**src/rtl/key_press_detector_if.sv**
```systemverilog
// Pixel stream from the camera capture path plus the debounced key outputs returned to the note logic.
// master drives pixels and observes keys; slave is the detector.
interface key_press_detector_if #(
   parameter int NUM_KEYS = 8
);
   logic [10:0]         hcount;
   logic [9:0]          vcount;
   logic [23:0]         pixel;
   logic                pixel_valid;
   logic                frame_end;
   logic [NUM_KEYS-1:0] keys_pressed;
   logic [NUM_KEYS-1:0] press_strobe;
   logic [NUM_KEYS-1:0] release_strobe;
   logic                frame_done;

   modport master (
      output hcount, vcount, pixel, pixel_valid, frame_end,
      input  keys_pressed, press_strobe, release_strobe, frame_done
   );

   modport slave (
      input  hcount, vcount, pixel, pixel_valid, frame_end,
      output keys_pressed, press_strobe, release_strobe, frame_done
   );
endinterface

```
**src/rtl/key_press_detector.sv**
```systemverilog
// Counts marker-coloured pixels per white-key rectangle, thresholds them at frame end and debounces across frames.
// Hit counts lag the pixel by one cycle; outputs update on the frame_end edge; the pixel stream is never stalled.
module key_press_detector #(
   parameter int         NUM_KEYS        = 8,
   parameter int         X0              = 64,
   parameter int         Y0              = 128,
   parameter int         WHITE_KEY_WIDTH = 90,
   parameter int         HEIGHT          = 256,
   parameter logic [7:0] R_MIN           = 8'hC0,
   parameter logic [7:0] G_MAX           = 8'h60,
   parameter logic [7:0] B_MAX           = 8'h60,
   parameter int         HIT_THRESHOLD   = 200,
   parameter int         DEBOUNCE_FRAMES = 3
) (
   input logic                 clock,
   input logic                 reset,
   key_press_detector_if.slave bus
);
   localparam logic [11:0] Y_LO      = 12'(Y0);
   localparam logic [11:0] Y_HI      = 12'(Y0 + HEIGHT);
   localparam logic [15:0] THRESH    = 16'(HIT_THRESHOLD);
   localparam logic [3:0]  DEB_LIMIT = 4'(DEBOUNCE_FRAMES);

   logic [11:0]         hx;
   logic [11:0]         vy;
   logic                pix_hit;
   logic                row_hit;
   logic                eval;
   logic [NUM_KEYS-1:0] key_hit;
   logic [NUM_KEYS-1:0] raw;

   logic [15:0]         cnt_q [NUM_KEYS];
   logic [15:0]         cnt_d [NUM_KEYS];
   logic [3:0]          deb_q [NUM_KEYS];
   logic [3:0]          deb_d [NUM_KEYS];
   logic [NUM_KEYS-1:0] keys_q, keys_d;
   logic [NUM_KEYS-1:0] press_q, press_d;
   logic [NUM_KEYS-1:0] rel_q, rel_d;
   logic                done_q, done_d;

   assign hx      = {1'b0, bus.hcount};
   assign vy      = {2'b00, bus.vcount};
   assign pix_hit = bus.pixel_valid && (bus.pixel[23:16] >= R_MIN)
                    && (bus.pixel[15:8] <= G_MAX) && (bus.pixel[7:0] <= B_MAX);
   assign row_hit = (vy >= Y_LO) && (vy < Y_HI);

   // A frame_end directly after an evaluated one is an empty duplicate frame; skipping it keeps pulses one cycle wide.
   assign eval = bus.frame_end && !done_q;

   for (genvar k = 0; k < NUM_KEYS; k++) begin : g_key
      localparam logic [11:0] XL = 12'(X0 + k * WHITE_KEY_WIDTH);
      localparam logic [11:0] XH = 12'(X0 + (k + 1) * WHITE_KEY_WIDTH);
      assign key_hit[k] = pix_hit && row_hit && (hx >= XL) && (hx < XH);
      assign raw[k]     = (cnt_q[k] >= THRESH);
   end

   always_comb begin
      keys_d  = keys_q;
      press_d = '0;
      rel_d   = '0;
      done_d  = eval;
      for (int k = 0; k < NUM_KEYS; k++) begin
         cnt_d[k] = cnt_q[k];
         deb_d[k] = deb_q[k];
         if (bus.frame_end) begin
            cnt_d[k] = '0;
         end else if (key_hit[k] && (cnt_q[k] != 16'hFFFF)) begin
            cnt_d[k] = cnt_q[k] + 16'd1;
         end
         if (eval) begin
            if (raw[k] == keys_q[k]) begin
               deb_d[k] = '0;
            end else if ((deb_q[k] + 4'd1) == DEB_LIMIT) begin
               deb_d[k]   = '0;
               keys_d[k]  = ~keys_q[k];
               press_d[k] = ~keys_q[k];
               rel_d[k]   = keys_q[k];
            end else begin
               deb_d[k] = deb_q[k] + 4'd1;
            end
         end
      end
   end

   always_ff @(posedge clock) begin
      if (reset) begin
         keys_q  <= '0;
         press_q <= '0;
         rel_q   <= '0;
         done_q  <= 1'b0;
         for (int k = 0; k < NUM_KEYS; k++) begin
            cnt_q[k] <= '0;
            deb_q[k] <= '0;
         end
      end else begin
         keys_q  <= keys_d;
         press_q <= press_d;
         rel_q   <= rel_d;
         done_q  <= done_d;
         for (int k = 0; k < NUM_KEYS; k++) begin
            cnt_q[k] <= cnt_d[k];
            deb_q[k] <= deb_d[k];
         end
      end
   end

   assign bus.keys_pressed   = keys_q;
   assign bus.press_strobe   = press_q;
   assign bus.release_strobe = rel_q;
   assign bus.frame_done     = done_q;
endmodule
```
**src/flat_wrapper.sv**
```systemverilog
// flat-port wrapper written by rule: the top's interface ports become plain ports
module key_press_detector_flat 
#(
   parameter int         NUM_KEYS        = 8,
   parameter int         X0              = 64,
   parameter int         Y0              = 128,
   parameter int         WHITE_KEY_WIDTH = 90,
   parameter int         HEIGHT          = 256,
   parameter logic [7:0] R_MIN           = 8'hC0,
   parameter logic [7:0] G_MAX           = 8'h60,
   parameter logic [7:0] B_MAX           = 8'h60,
   parameter int         HIT_THRESHOLD   = 200,
   parameter int         DEBOUNCE_FRAMES = 3
)
  (clock, reset, bus_hcount, bus_vcount, bus_pixel, bus_pixel_valid, bus_frame_end, bus_keys_pressed, bus_press_strobe, bus_release_strobe, bus_frame_done);
  key_press_detector_if #(.NUM_KEYS(NUM_KEYS)) bus_i ();
  input logic clock;
  input logic reset;
  input wire logic [$bits(bus_i.hcount)-1:0] bus_hcount;
  input wire logic [$bits(bus_i.vcount)-1:0] bus_vcount;
  input wire logic [$bits(bus_i.pixel)-1:0] bus_pixel;
  input wire logic [$bits(bus_i.pixel_valid)-1:0] bus_pixel_valid;
  input wire logic [$bits(bus_i.frame_end)-1:0] bus_frame_end;
  output wire logic [$bits(bus_i.keys_pressed)-1:0] bus_keys_pressed;
  output wire logic [$bits(bus_i.press_strobe)-1:0] bus_press_strobe;
  output wire logic [$bits(bus_i.release_strobe)-1:0] bus_release_strobe;
  output wire logic [$bits(bus_i.frame_done)-1:0] bus_frame_done;
  assign bus_i.hcount = bus_hcount;
  assign bus_i.vcount = bus_vcount;
  assign bus_i.pixel = bus_pixel;
  assign bus_i.pixel_valid = bus_pixel_valid;
  assign bus_i.frame_end = bus_frame_end;
  assign bus_keys_pressed = bus_i.keys_pressed;
  assign bus_press_strobe = bus_i.press_strobe;
  assign bus_release_strobe = bus_i.release_strobe;
  assign bus_frame_done = bus_i.frame_done;
  key_press_detector #(.NUM_KEYS(NUM_KEYS), .X0(X0), .Y0(Y0), .WHITE_KEY_WIDTH(WHITE_KEY_WIDTH), .HEIGHT(HEIGHT), .R_MIN(R_MIN), .G_MAX(G_MAX), .B_MAX(B_MAX), .HIT_THRESHOLD(HIT_THRESHOLD), .DEBOUNCE_FRAMES(DEBOUNCE_FRAMES)) u_core (.clock(clock), .reset(reset), .bus(bus_i));
endmodule
```
**config.mk**
```make
export PLATFORM = sky130hd
export DESIGN_NAME = key_press_detector_flat
export DESIGN_NICKNAME = d
export VERILOG_FILES = /design/src/rtl/key_press_detector_if.sv /design/src/rtl/key_press_detector.sv /design/src/flat_wrapper.sv
export SDC_FILE = /design/constraint.sdc
export NUM_CORES = 1
export LEC_CHECK = 0
export ABC_CLOCK_PERIOD_IN_PS = 3400
export CAP_MARGIN = 20
export CORE_ASPECT_RATIO = 0.75
export CORE_UTILIZATION = 58
export CTS_CLUSTER_SIZE = 25
export DETAILED_ROUTE_END_ITERATION = 10
export PLACE_DENSITY_LB_ADDON = 0.1
export SLEW_MARGIN = 10
export SYNTH_ARGS = -nofsm -noshare
export SYNTH_HDL_FRONTEND = slang
export SYNTH_SLANG_ARGS = --single-unit
```
**constraint.sdc**
```tcl
create_clock -name clock -period 3.4 [get_ports clock]
set_input_delay 0.34 -clock clock [delete_from_list [all_inputs] [get_ports clock]]
set_output_delay 0.34 -clock clock [all_outputs]
set_load 0.03 [all_outputs]
```
; Word level (Yosys, flattened, before mapping)
; Memory sizes are Yosys's and may differ from the RTL's.
; Cells that the tools add are included.
[word_totals]
reg_bits = 25
mem_bits_rw = 160
input_bits = 49
output_inout_bits = 25
mem_count = 2
[memory_table]
columns = memory, words, word_bits, rd, rd_clocked_by_memory_dff, write_ports, line_no
row1 = u_core.cnt_q, 8, 16, 8, 0, 8, key_press_detector.sv:32  ; logic [15:0] cnt_q [NUM_KEYS];
row2 = u_core.deb_q, 8, 4, 8, 0, 8, key_press_detector.sv:34  ; logic [3:0] deb_q [NUM_KEYS];
[op_classes]
n_addsub = 16
order_cmp = 29
eq_ne = 24
n_mux = 59
bitwise_logic = 41
n_reduce_logical = 47
[ops]
columns = op, count
row1 = 2-to-1 mux 16 bit, 24
row2 = "adder 16 x 1 -> 16 bit, second input constant", 8
row3 = ">= comparator 16 x 8 -> 1 bit, second input constant", 8
row4 = 2-to-1 mux 4 bit, 32
row5 = "inequality test 16 bit, second input constant", 8
row6 = "less-than comparator 11 x 10 -> 1 bit, second input constant", 4
row7 = ">= comparator 11 x 10 -> 1 bit, second input constant", 3
row8 = "adder 4 x 1 -> 4 bit, second input constant", 8
row9 = "equality test 4 x 2 -> 1 bit, second input constant", 8
row10 = OR reduction 4 bit, 8
row11 = logical AND 1 bit, 30
row12 = inverter 1 bit, 25
row13 = AND reduction 3 bit, 8
row14 = ">= comparator 11 x 8 -> 1 bit, second input constant", 2
row15 = ">= comparator 11 x 9 -> 1 bit, second input constant", 2
row16 = "less-than comparator 11 x 8 -> 1 bit, second input constant", 2
row17 = "less-than comparator 11 x 9 -> 1 bit, second input constant", 2
row18 = "less-or-equal comparator 8 x 7 -> 1 bit, second input constant", 2
row19 = bitwise OR 1 bit, 16
row20 = ">= comparator 11 x 7 -> 1 bit, second input constant", 1
row21 = ">= comparator 10 x 8 -> 1 bit, second input constant", 1
row22 = "less-than comparator 10 x 9 -> 1 bit, second input constant", 1
row23 = equality test 1 bit, 8
row24 = ">= comparator 8 bit, second input constant", 1
row25 = 2 further kinds, 4

; Logic depth before layout (Yosys ltp)
; Gate-level depths: netlist (run 1).
[logic_depth]
depth_word = 11
ltp_mapped = 9
ltp_nobuf = 7

; Worst setup path after synthesis (run 1)
; OpenSTA, ideal clock, no wires.
[synth_timing]
path_type = input port to flip-flop
start = input port bus_pixel[9]
end = memory u_core.cnt_q[7][4], in the netlist u_core.cnt_q[1][52]
t_arrival_ns = 2.679
setup_slack_ns = 0.650
path_stages = 8
path_cell_list = or3_1 -> o311a_4 -> or4_4 -> buf_6 -> or3_4 -> buf_6 -> or3_1 -> a21oi_1
[synth_rtl]
columns = item, line_no
row1 = start: declaration, flat_wrapper.sv:21  ; input wire logic [$bits(bus_i.pixel)-1:0] bus_pixel;
row2 = end: declaration, key_press_detector.sv:32

==> impl_metrics.yaml, run 1 <==
place:
  gp_congestion: 0.867
  place_hpwl_um: 13900
  dpl_worst_slack_ns: 0.134
  post_dp_cell_area_um2: 10500
  place_inst: 1426
  io_buffers: 59
run_status:
  outcome: "finished clean"
cts:
  holdBufCountCts: 0
  clk_latency_ns: 0.44
  clockRootBuffer: "clkbuf_16"
  cts_tree: "yes"
  post_cts_buffers: 0
  clk_pin_slew_ns: 0.07
  post_cts_resized: 0
  cts_sinks: 185
  cts_buffer_depth: 2
  cts-buffers-inserted: 17
  h-tree-depth: 4
timing:
  min_period_over_period_pct: 83.3
  fin_skew_ns: 0.0113
  drv_slew: 0
  rsz0062_at_grt: "no"
  setup_viol: 0
  fmax_mhz: 353
  finalHoldViolCount: 0
  final.setup.tns_ns: 0
  tightest_slew_ns: 0.924
  period_needed_ns: 2.83
  whs_ns: 0.425
  max_slew_margin_pct: 37.9
  fin_ws_ns: 0.567
routing:
  vias: 8510
  dr.pass1.iters: 5
  drt_iter0_drc: 486
  wire_per_inst_um: 13.8
  drcViolationCount: 0
  drt_wl_total_um: 20100
  vias_per_cell: 5.84
  postRouteAntennaNets: 0
finish:
  final_cell_mix: "dfxtp_1 (185), nor2_1 (141), nand3_1 (84)"
  fin_util_pct: 69.0
  layout_commonest_cell: "dfxtp_1"
  design_area_um2: 11100
  fin_cells: 1458
  area_growth_pct: 15.3
  antenna_cells: 0
  drive_gt1_share_pct: 5.93
  fin_nets: 1316
die:
  die_x_um: 151
  die_area_um2: 17200
  io_pins: 74
  core_um2: 16100
  rows: 40
  die_h_um: 114
  initial_core_util_pct: 59.9
synthesis:
  ys_types: 58
  synth-seq-cells: 185
  ys_warn_count: 0
  syn_nets: 1264
  synth_area_um2: 9650
  syn_area_per_cell_um2: 8.16
  synth_seq_area_share_pct: 38.4
  ys.flop_type: "dfxtp_1"
  synth-edff-count: 0
  ys_async_sr_fraction_pct: 0
  syn_inst: 1183
critical_path:
  timing.critical_path.mode_cell: "or3_1"
  worst_setup_path_end_kind: "flop"
  crit_path_max_fanout: 8
  startpoint_type: "input pin"
  crit_arrival_ns: 3.20
  cp_top_family: "simple AND/OR/NAND/NOR gates"
  slowest_stage: "or4b_1"
  slowest_delay_ns: 0.64
  critPathBufInv: 1
  r2r_slack_ns: 0.83
  path_cells: "clkdlybuf4s50_1 > or3_1 > o311a_4 > or4_4 > or4b_1 > or3_1 > a21oi_1"
  path_class: "in -> reg"
  crit_required_ns: 3.77
grt:
  grtUsageMet3_pct: 4.44
  grt_first_pass_wirelength_um: 34200
  grt_max_degree: 73
  grt_pass1_vias: 7416
  grt_usage_pct: 24.3
  busiest_layer: "met2"
  grt-ovfl-total: 0
  use_met2_pct: 37.6
  antenna_found_initial: 0
  use_met1_pct: 34.2
power_and_ir_drop:
  leakage_nw: 3.79
  max-vdd-ir-drop_uv: 280
  powerDensity_nw_per_um2: 395
  power_mw: 4.40
min_path:
  worstHoldPathType: "in -> reg"
flow_run:
  cap_violations: 0
## Yosys cell counts (all sizes together) (25+ instances only)
library cell	instances	area (µm²)
or3	45	288
ha	32	400
and3	25	156
nand4	35	219
nand3	84	420
a21oi	69	345
xnor2	53	464
o21ai	33	165
dfxtp	185	3700
inv	44	165
xor2	36	315
nor2	141	529
nor4	49	313
nor3	43	215
nand2	81	304
clkbuf	48	180
## flip-flops by register name, indices dropped and copies added, names as in the netlist
name                       flops
u_core.bus.frame_done          1
u_core.bus.release_strobe      8
u_core.deb_q                  32
u_core.bus.press_strobe        8
u_core.bus.keys_pressed        8
u_core.cnt_q                 128
## layout make-up
| type | count | area (µm²) |
|---|---|---|
| tap | 210 | 263 |
| sequential | 185 | 3700 |
| fill | 1360 | 4990 |
| timing repair buffer | 85 | 793 |
| multi-input combinational | 902 | 5580 |
| clock inverter | 10 | 141 |
| inverter | 44 | 165 |
| clock buffer | 22 | 474 |
## routing by layer
metal  vias to the layer above  part of all wire (%)
met2                       168                    44
met1                      3942                    51
met3                        23                   3.9
met4                         0                   1.4
met5                         -                     0
li1                       4377                     -
## logic make-up after synthesis
logic type	count (synthesis)	share of synthesized area [%]
buffers and inverters	96	3.89
AO/OA/AOI/OAI	173	11.4
XOR/XNOR	89	8.08
flip-flops	185	38.4
AND/OR/NAND/NOR	595	32.8
adder cells (fa/ha/maj)	32	4.15
multiplexers	13	1.35
## where the power goes
group	internal, mW	switching, mW	leakage [nW]
logic	0.0678	0.102	2.00
clock network	1.22	0.842	0.297
registers	2.17	0.000385	1.49
## worst paths after layout
path                                                        from                               end  depth (start not counted)
worst max register to register  u_core.cnt_q[0][17]$_SDFFE_PP0P_  u_core.cnt_q[0][31]$_SDFFE_PP0P_                          6
worst min-delay path                                       reset   u_core.cnt_q[1][3]$_SDFFE_PP0P_                          3
worst min register to register  u_core.cnt_q[0][49]$_SDFFE_PP0P_  u_core.cnt_q[0][49]$_SDFFE_PP0P_                          2
worst max-delay path                                bus_pixel[9]  u_core.cnt_q[0][22]$_SDFFE_PP0P_                          7
## worst min-delay path, cell delays in order
cell,delay [ns]
buf_2,0.09
or2_4,0.31
a21oi_1,0.06
(Power assumes the default switching activity.)
==> run 2, diff against run 1 <==
- ABC_CLOCK_PERIOD_IN_PS: 3400 -> 2600
- CORE_UTILIZATION: 58 -> 53
- clock period: 3.4 -> 2.6 ns (I/O delays scaled with it)
==> impl_metrics.yaml, run 2 (synthesized netlist as in run 1, its figures left out) <==
run_status:
  outcome: "finished clean"
grt:
  grt_max_degree: 66
  antenna_found_initial: 0
  grt-ovfl-total: 0
  grt_usage_pct: 23.6
  grt_pass1_vias: 7898
  grt_first_pass_wirelength_um: 36400
critical_path:
  crit_path_max_fanout: 7
  startpoint_type: "input pin"
  crit_required_ns: 2.96
  path_class: "in -> reg"
  worst_setup_path_end_kind: "flop"
  crit_arrival_ns: 2.78
cts:
  cts_sinks: 185
  h-tree-depth: 4
  cts-buffers-inserted: 17
  clk_latency_ns: 0.44
  holdBufCountCts: 0
  clk_pin_slew_ns: 0.07
  cts_tree: "yes"
  cts_buffer_depth: 2
  clockRootBuffer: "clkbuf_16"
flow_run:
  cap_violations: 0
finish:
  largest-register: "u_core.cnt_q"
  final_cell_mix: "dfxtp_1 (185), nor2_1 (141), nand3_1 (84)"
  largest_reg_flops: 128
  area_growth_pct: 20.8
  layout_commonest_cell: "dfxtp_1"
  reg_top3: "u_core.cnt_q x128, u_core.deb_q x32"
  fin_nets: 1370
  design_area_um2: 11700
  drive_gt1_share_pct: 10.6
  fin_cells: 1544
  antenna_cells: 0
routing:
  vias: 8696
  drcViolationCount: 0
  postRouteAntennaNets: 0
  dr.pass1.iters: 5
  vias_per_cell: 5.63
  drt_wl_total_um: 21100
  wire_per_inst_um: 13.7
  drt_iter0_drc: 597
place:
  dpl_worst_slack_ns: -0.532
  place_inst: 1510
  gp_congestion: 0.846
  post_dp_cell_area_um2: 11000
  place_hpwl_um: 14400
  io_buffers: 59
timing:
  setup_viol: 0
  tightest_slew_ns: 0.674
  period_needed_ns: 2.42
  min_period_over_period_pct: 93.1
  finalHoldViolCount: 0
  max_slew_margin_pct: 55.1
  fmax_mhz: 413
  rsz0062_at_grt: "no"
  drv_slew: 0
  fin_ws_ns: 0.180
  fin_skew_ns: 0.00671
  whs_ns: 0.165
power_and_ir_drop:
  max-vdd-ir-drop_uv: 295
  powerDensity_nw_per_um2: 504
  leakage_nw: 4.12
die:
  io_pins: 74
  die_h_um: 119
  initial_core_util_pct: 54.5
  core_um2: 17700
  die_x_um: 158
  die_area_um2: 18800
  rows: 42
min_path:
  worstHoldPathType: "in -> reg"
run 2: cell types whose count changed in the layout (fill, tap and decap cells not counted), moves of 2 or more:
cell,change
buf_4,+52
clkdlybuf4s50_1,-6
or3_1,-2
clkbuf_8,-3
clkinv_4,+2
or3_4,+3
dlymetal6s2s_1,+6
run 2: per-stage QoR:
| step | setup TNS, ns | util, % | power [mW] |
|---|---|---|---|
| final | 0 | 65.8 | 5.87 |
| after detailed placement | -34.22 | 61.8 | 3.15 |
| after floorplan | -0.134 | - | 3.02 |
| after CTS | 0 | 65.5 | 5.92 |
| after global routing | 0 | 65.8 | 6.07 |
| after global placement | -29.97 | 61.8 | 3.15 |
run 2: cell type report:
type,instances,area [µm²]
clock buffer,18,429
clock inverter,14,198
fill,1487,6050
inverter,44,165
multi-input combinational,902,5630
sequential,185,3700
tap,242,303
timing repair buffer,139,1230
run 2: path summary, 6_finish.rpt:
check,startpoint,endpoint,slack (ns),cells after the start
setup / recovery,bus_pixel[15],u_core.cnt_q[1][59]$_SDFFE_PP0P_,0.18,8
hold / removal,reset,u_core.cnt_q[1][58]$_SDFFE_PP0P_,0.16,4
setup reg to reg,u_core.cnt_q[0][17]$_SDFFE_PP0P_,u_core.cnt_q[0][20]$_SDFFE_PP0P_,0.48,6
hold reg to reg,u_core.cnt_q[0][49]$_SDFFE_PP0P_,u_core.cnt_q[0][49]$_SDFFE_PP0P_,0.49,2
run 2: where the power goes:
group | internal, mW | switching [mW]
registers | 2.83 | 0.000529
logic | 0.110 | 0.142
clock network | 1.62 | 1.17
run 2: routing by layer:
layer	part of all wire (%)	track usage (%)	vias up
met1	51	32.7	4040
met5	0	0	-
met2	44	36.8	138
li1	-	-	4492
met4	1.4	6.37	0
met3	3.7	5.06	26
run 2: repair_timing:
action | 4_1_cts | 5_1_grt
buffers inserted | 0 | 2
gates resized for setup | 5 | 14
pin swaps | 5 | 11
endpoints found under the setup margin | 10 | 23
run 2: worst max-delay path, stage by stage:
cell and delay [ns]:
clkdlybuf4s50_1 0.40, nor4b_1 0.29, nand4_1 0.16, buf_4 0.17, or4_4 0.48, or3_4 0.44
or4_1 0.41, a21oi_1 0.18
